===== src/rtl/fetch_unit_pkg.sv =====
// Shared fetch_unit definitions: command encodings (also used by the control FSM),
// state encodings and a small PC arithmetic helper.
package fetch_unit_pkg;

  localparam logic [1:0] FCMD_INSTR   = 2'b00;
  localparam logic [1:0] FCMD_OPERAND = 2'b01;
  localparam logic [1:0] FCMD_JUMP    = 2'b10;
  localparam logic [1:0] FCMD_RSVD    = 2'b11;

  typedef enum logic [2:0] {
    ST_IDLE   = 3'd0,
    ST_RD_HI  = 3'd1,
    ST_RD_LO  = 3'd2,
    ST_FINISH = 3'd3,
    ST_FAULT  = 3'd4
  } fetch_state_e;

  // 16-bit address step with natural wrap at 2^16
  function automatic logic [15:0] addr_step(input logic [15:0] base, input logic [15:0] step);
    return base + step;
  endfunction

endpackage


===== src/rtl/fetch_watchdog.sv =====
// Per-byte wait counter for fetch_unit; expired is asserted on the tick that
// would complete TIMEOUT_CYCLES waiting cycles. Only built with FETCH_TIMEOUT_EN.
module fetch_watchdog #(
  parameter int TIMEOUT_CYCLES = 16
) (
  input  logic clock,
  input  logic reset,
  input  logic clear,
  input  logic tick,
  output logic expired
);

  localparam int CNT_W = (TIMEOUT_CYCLES > 1) ? $clog2(TIMEOUT_CYCLES) : 1;

  logic [CNT_W-1:0] count_r;

  // wait-cycle counter, clear wins over tick
  always_ff @(posedge clock) begin
    if (reset) begin
      count_r <= '0;
    end else if (clear) begin
      count_r <= '0;
    end else if (tick) begin
      count_r <= count_r + CNT_W'(1);
    end else begin
      count_r <= count_r;
    end
  end

  assign expired = tick && !clear && (count_r == CNT_W'(TIMEOUT_CYCLES - 1));

endmodule


===== src/rtl/fetch_unit.sv =====
// Instruction / operand / jump-target fetcher over a byte-wide program memory; owns the PC.
// Optional per-byte read timeout enabled by defining FETCH_TIMEOUT_EN.
module fetch_unit
  import fetch_unit_pkg::*;
#(
  parameter logic [15:0] PC_RESET       = 16'h0000,
  parameter int          TIMEOUT_CYCLES = 16
) (
  input  logic        clock,
  input  logic        reset,
  input  logic        cmd_valid,
  output logic        cmd_ready,
  input  logic [1:0]  cmd,
  input  logic        cmd_operand_sel,
  output logic        done,
  output logic        mem_rd,
  output logic [15:0] mem_addr,
  input  logic [7:0]  mem_rdata,
  input  logic        mem_valid,
  output logic [15:0] instruction,
  output logic [15:0] operand_a,
  output logic [15:0] operand_b,
  output logic [15:0] pc,
  output logic        err,
  output logic        fault
);

  fetch_state_e state_r, state_s;
  logic [1:0]  cmd_r, cmd_s;
  logic        sel_r, sel_s;
  logic [15:0] base_r, base_s;
  logic [7:0]  hi_r, hi_s;
  logic [15:0] pc_r, pc_s;
  logic [15:0] instr_r, instr_s;
  logic [15:0] opa_r, opa_s;
  logic [15:0] opb_r, opb_s;
  logic        mem_rd_r, mem_rd_s;
  logic [15:0] mem_addr_r, mem_addr_s;
  logic        done_r, done_s;
  logic        err_r, err_s;
  logic        fault_r, fault_s;
  logic        ready_r;
  logic        wd_expired_s;
  logic [15:0] word_s;

  assign word_s = {hi_r, mem_rdata};

`ifdef FETCH_TIMEOUT_EN
  logic wd_clear_s;
  logic wd_tick_s;

  assign wd_clear_s = (state_r == ST_IDLE && cmd_valid && cmd != FCMD_RSVD) || mem_valid;
  assign wd_tick_s  = (state_r == ST_RD_HI) || (state_r == ST_RD_LO);

  fetch_watchdog #(
    .TIMEOUT_CYCLES(TIMEOUT_CYCLES)
  ) u_watchdog (
    .clock  (clock),
    .reset  (reset),
    .clear  (wd_clear_s),
    .tick   (wd_tick_s),
    .expired(wd_expired_s)
  );
`else
  assign wd_expired_s = 1'b0;
`endif

  // next-state and next register values
  always_comb begin
    state_s    = state_r;
    cmd_s      = cmd_r;
    sel_s      = sel_r;
    base_s     = base_r;
    hi_s       = hi_r;
    pc_s       = pc_r;
    instr_s    = instr_r;
    opa_s      = opa_r;
    opb_s      = opb_r;
    mem_rd_s   = mem_rd_r;
    mem_addr_s = mem_addr_r;
    done_s     = 1'b0;
    err_s      = 1'b0;
    fault_s    = fault_r;
    case (state_r)
      ST_IDLE: begin
        if (cmd_valid) begin
          cmd_s  = cmd;
          sel_s  = cmd_operand_sel;
          base_s = pc_r;
          if (cmd == FCMD_RSVD) begin
            state_s = ST_FINISH;
            done_s  = 1'b1;
            err_s   = 1'b1;
          end else begin
            state_s    = ST_RD_HI;
            mem_rd_s   = 1'b1;
            mem_addr_s = pc_r;
          end
        end else begin
          state_s = ST_IDLE;
        end
      end
      ST_RD_HI: begin
        if (mem_valid) begin
          hi_s       = mem_rdata;
          state_s    = ST_RD_LO;
          mem_addr_s = addr_step(base_r, 16'd1);
        end else if (wd_expired_s) begin
          state_s  = ST_FAULT;
          mem_rd_s = 1'b0;
          fault_s  = 1'b1;
        end else begin
          state_s = ST_RD_HI;
        end
      end
      ST_RD_LO: begin
        if (mem_valid) begin
          state_s  = ST_FINISH;
          mem_rd_s = 1'b0;
          done_s   = 1'b1;
          // destination updates on the edge entering FINISH
          case (cmd_r)
            FCMD_INSTR: begin
              instr_s = word_s;
              pc_s    = addr_step(pc_r, 16'd2);
            end
            FCMD_OPERAND: begin
              if (sel_r) begin
                opb_s = word_s;
              end else begin
                opa_s = word_s;
              end
              pc_s = addr_step(pc_r, 16'd2);
            end
            FCMD_JUMP: begin
              pc_s = word_s;
            end
            default: begin
              pc_s = pc_r;
            end
          endcase
        end else if (wd_expired_s) begin
          state_s  = ST_FAULT;
          mem_rd_s = 1'b0;
          fault_s  = 1'b1;
        end else begin
          state_s = ST_RD_LO;
        end
      end
      ST_FINISH: begin
        state_s = ST_IDLE;
      end
      ST_FAULT: begin
        state_s = ST_FAULT;
      end
      default: begin
        state_s  = ST_IDLE;
        mem_rd_s = 1'b0;
      end
    endcase
  end

  // state and registered outputs; reset overrides any pending update
  always_ff @(posedge clock) begin
    if (reset) begin
      state_r    <= ST_IDLE;
      cmd_r      <= FCMD_INSTR;
      sel_r      <= 1'b0;
      base_r     <= PC_RESET;
      hi_r       <= 8'h00;
      pc_r       <= PC_RESET;
      instr_r    <= 16'h0000;
      opa_r      <= 16'h0000;
      opb_r      <= 16'h0000;
      mem_rd_r   <= 1'b0;
      mem_addr_r <= PC_RESET;
      done_r     <= 1'b0;
      err_r      <= 1'b0;
      fault_r    <= 1'b0;
      ready_r    <= 1'b1;
    end else begin
      state_r    <= state_s;
      cmd_r      <= cmd_s;
      sel_r      <= sel_s;
      base_r     <= base_s;
      hi_r       <= hi_s;
      pc_r       <= pc_s;
      instr_r    <= instr_s;
      opa_r      <= opa_s;
      opb_r      <= opb_s;
      mem_rd_r   <= mem_rd_s;
      mem_addr_r <= mem_addr_s;
      done_r     <= done_s;
      err_r      <= err_s;
      fault_r    <= fault_s;
      ready_r    <= (state_s == ST_IDLE);
    end
  end

  assign cmd_ready   = ready_r;
  assign done        = done_r;
  assign err         = err_r;
  assign fault       = fault_r;
  assign mem_rd      = mem_rd_r;
  assign mem_addr    = mem_addr_r;
  assign instruction = instr_r;
  assign operand_a   = opa_r;
  assign operand_b   = opb_r;
  assign pc          = pc_r;

endmodule


===== config.mk =====
export PLATFORM = sky130hd
export DESIGN_NAME = fetch_unit
export DESIGN_NICKNAME = d
export VERILOG_FILES = /design/src/rtl/fetch_unit_pkg.sv /design/src/rtl/fetch_watchdog.sv /design/src/rtl/fetch_unit.sv
export SDC_FILE = /design/constraint.sdc
export NUM_CORES = 1
export LEC_CHECK = 0
export ABC_AREA = 1
export CAP_MARGIN = 20
export CORE_MARGIN = 1.5
export CORE_UTILIZATION = 52
export DETAILED_ROUTE_END_ITERATION = 16
export MAX_ROUTING_LAYER = met4
export PLACE_DENSITY_LB_ADDON = 0.08
export SKIP_LAST_GASP = 1
export SLEW_MARGIN = 30
export SYNTH_ARGS = -nofsm -noshare
export SYNTH_HDL_FRONTEND = slang
export SYNTH_SLANG_ARGS = --single-unit
export TNS_END_PERCENT = 50

===== constraint.sdc =====
create_clock -name clock -period 1.8 [get_ports clock]
set_input_delay 0.36 -clock clock [delete_from_list [all_inputs] [get_ports clock]]
set_output_delay 0.36 -clock clock [all_outputs]
set_load 0.01 [all_outputs]

==> results of run 1 <==
## worst paths after layout
check	to	slack [ns]	depth (start not counted)
worst min register to register	instruction[5]$_SDFFE_PP0P_	0.45	2
worst min-delay path	cmd_ready$_SDFF_PP1_	0.29	4
worst max register to register	mem_addr[8]$_SDFFE_PP0P_	0.23	8
worst max-delay path	pc[14]	0.01	1
## cells by family after synthesis
group                      Yosys count
xor gates and xnor gates             3
DFF                                114
adders and majority gates            2
AOI/OAI and AO/OA                  195
buffers and inverters              126
and+or+nand+nor                    297
other                                1
## repair_timing
| action | CTS | global route |
|---|---|---|
| setup endpoints to repair | 16 | 33 |
| resized for setup | 16 | 18 |
| pin swaps | 0 | 0 |
| buffers inserted | 0 | 0 |
## stage by stage
step / area [µm²] / power [mW] / hold slack, ns / instances
2_1_floorplan: 5170 / 3.37 / 0.466 / 738
3_3_place_gp: 6420 / 3.76 / 0.432 / 958
3_5_place_dp: 6420 / 3.79 / 0.433 / 958
4_1_cts: 7010 / 7.11 / 0.290 / 989
5_1_grt: 7050 / 7.36 / 0.318 / 989
6_report: 7050 / 7.09 / 0.293 / 989
## state kept, by name (all words and copies together), names as in the netlist
signal / cells
err: 1
operand_b: 16
done: 1
mem_rd: 1
mem_addr: 16
cmd_r: 2
operand_a: 16
sel_r: 1
state_r: 3
cmd_ready: 1
instruction: 16
pc: 16
base_r: 16
hi_r: 8
## layer usage
layer	vias up	part of all wire [%]	wire length [µm]
li1	2653	-	-
met1	2433	41	6230
met2	195	50	7470
met3	37	6.6	994
met4	0	2.2	327
met5	-	0	0
## layout by cell type (no fill, tap or decap), types with 2 or more instances in the layout
master and n:
clkinvlp_4 3, o21ai_2 4, buf_12 6, o21ai_0 66, inv_1 79, bufinv_16 3
o211ai_1 2, nor2_1 67, clkbuf_16 16, buf_4 25, clkdlybuf4s50_1 75, or2_2 2
dlymetal6s2s_1 14, xor2_1 2, nand2_2 2, ha_1 2, dfxtp_2 11, nand4_1 38
a21oi_1 112, dlygate4sd2_1 8, nand2_1 143, o21ai_1 7, clkinv_2 4, clkbuf_8 4
inv_2 4, nand3_1 38, nand3_2 3, dfxtp_1 103
## power by group through the flow
stage	Combinational [mW]	Clock, mW	Sequential, mW
6_report	0.966	3.34	2.78
5_1_grt	1.08	3.48	2.80
4_1_cts	0.965	3.36	2.78
3_5_place_dp	0.955	0	2.83
3_3_place_gp	0.938	0	2.83
2_1_floorplan	0.538	0	2.84
## cell type report
| class | count | area share, % |
|---|---|---|
| well taps | 133 | 2.36 |
| flip-flops and latches | 114 | 32.6 |
| inverters | 84 | 4.47 |
| clock buffers | 21 | 6.51 |
| multi-input cells | 498 | 33.7 |
| repair buffers | 129 | 18.6 |
| clock inverters | 10 | 1.88 |
==> metrics.md, run 1 <==
| Metric | Value |
|---|---|
| Register area | 2300 µm² |
| Crit path from | pc[14]$_SDFFE_PP0P_ |
| LEAKAGE | 2.97 nW |
| Leading area contributor after synthesis | dfxtp_1 |
| Synth Area in Simple Gates | 25.3% |
| Yosys top cell area share | 44.2% |
| Critical Path RT | 1.44 ns |
| Synth Flop Type | dfxtp_1 |
| Total wire length | 15000 µm |
| Final worst slack | 0.0120 ns |
| P_int | 5.27 mW |
| Filler Cells Inserted | 784 |
| Post-Place Setup Slack | -0.115 ns |
| Sequential Power Share | 39.3% |
| Skew final | 0.00559 ns |
| Buf/Inv on CP | 1 |
| Global-route wire length before repair | 24500 µm |
| GR Util All Layers | 31.4% |
| Number of synthesized flops with an enable pin | 0 |
| Vias | 5318 |
| I/O pin count | 100 |
| Largest family of logic cells by synthesized area | simple AND/OR/NAND/NOR gates |
| Fin. max-slew vios | 0 |
| Row cnt | 36 |
| Synth cell count leaders | nand2_1 (144), dfxtp_1 (114), a21oi_1 (112), inv_1 (79), nor2_1 (67) |
| Ys async rst share | 0% |
| Max IR drop VDD | 0.793 mV |
| Vias in the first global route | 5058 |
| Hold path start | reset |
| Mapped Area | 5170 µm² |
| Worst-skew pair later-pin latency | 0.52 ns |
| Kind of critical path | reg2out |
| Clock share of power | 47.1% |
| Port Buffers | 98 |
| Nets | 861 |
| Area grow syn2layout | 36.5% |
| Hold-fix buffers, CTS | 0 |
| Met3 Use GR | 7.12% |
| Routed WL per cell | 15.2 µm |
| Antenna violations before repair | 0 |
| RSZ-0062 raised after global routing | true |
| Yosys Warn Count | 0 |
| Switching Power | 1.82 mW |
| Num CTS Buffers | 17 |
| Synth Area in Compound Gates | 19.5% |
| Deepest clock path buffer count | 2 |
| Pwr/cell area | 1000 nW/µm² |
| Clock sinks | 114 |
| Minimum clock period | 1.79 ns |
| Final setup fails | 0 |
| Crit-path max cell delay | 0.54 ns |
| Starting density of the core | 53.4% |
| Inserted Diodes | 0 |
| Switching share of power | 25.7% |
| Adder-Cell Fraction of Synth Area | 0.484% |
| H-tree Lvls | 4 |
| Multi-input logic area | 2370 µm² |
| Die height | 103 µm |
| Synth top area cells | dfxtp_1 (44%), a21oi_1 (11%), nand2_1 (10%), o21ai_0 (6.4%), inv_1 (5.7%) |
| Post-route setup TNS | 0 ns |
| Syn Inst Count | 738 |
| Worst min path class | in2reg |
| Largest net degree at the start of global routing | 62 |
| Antenna-violating nets left | 0 |
| CP top delay family | buffers and inverters |
| DP HPWL | 10400 µm |
| Critical path startpoint category | flop |
| XOR/XNOR Fraction of Synth Area | 0.508% |
| Max Fclk | 559 MHz |
| Status | complete, no violations |
| Root cell of the clock tree | clkbuf_8 |
| Multiplexer share of the synthesized area | 0% |
| Max transition margin | 61.4% |
| Critical register-to-register path startpoint | base_r[1]$_SDFFE_PP0P_ |
| Post-layout util | 72.8% |
| CTS clk-pin slew, worst paths | 0.06 ns |
| Fin crit share | 99.3% |
| Worst-path cell chain | clkdlybuf4s50_1 |
| Post-synthesis sequential area ratio | 44.2% |
| Max Cap Viol | 0 |
| Initial DRC count | 280 |
| Gp weighted congestion | 0.841 |
| Gr ovfl total | 0 |
| Worst-Margin Slew | 0.580 ns |
| Ratio of cells with drive above 1 in the final layout | 10.6% |
| 1st-pass router iterations | 5 |
| Final hold vios | 0 |
| Combinational Power Share | 13.6% |
| TritonCTS clock tree | built |
| Syn Area/Cell | 7.00 µm² |
| WP data arrival | 1.43 ns |
| Met1 GRT Util | 37.3% |
| Flops & latches, synth | 114 |
| Die W | 103 µm |
| Drt drc | 0 |
| Yosys cell types | 33 |
| Gr busiest metal | met2 |
| Core region area | 9680 µm² |
| Die footprint | 10500 µm² |
| Setup crit end kind | output port |
| Via-to-Cell Ratio | 5.38 |
| Syn Nets | 755 |
| Most common cell in the synthesized netlist | nand2_1 |
| Crit path max fanout | 5 |
| Slowest-stage cell, CP | clkdlybuf4s50_1 |
| Met2 GRT Util | 51.7% |
No activity file was read; power rests on OpenSTA's default activity.
==> run 2: changes to the inputs <==
Settings changed: CTS_CLUSTER_SIZE set to 16.
==> results of run 2 <==
Same layout as run 1: the final DEF is identical, and so are final timing and power.
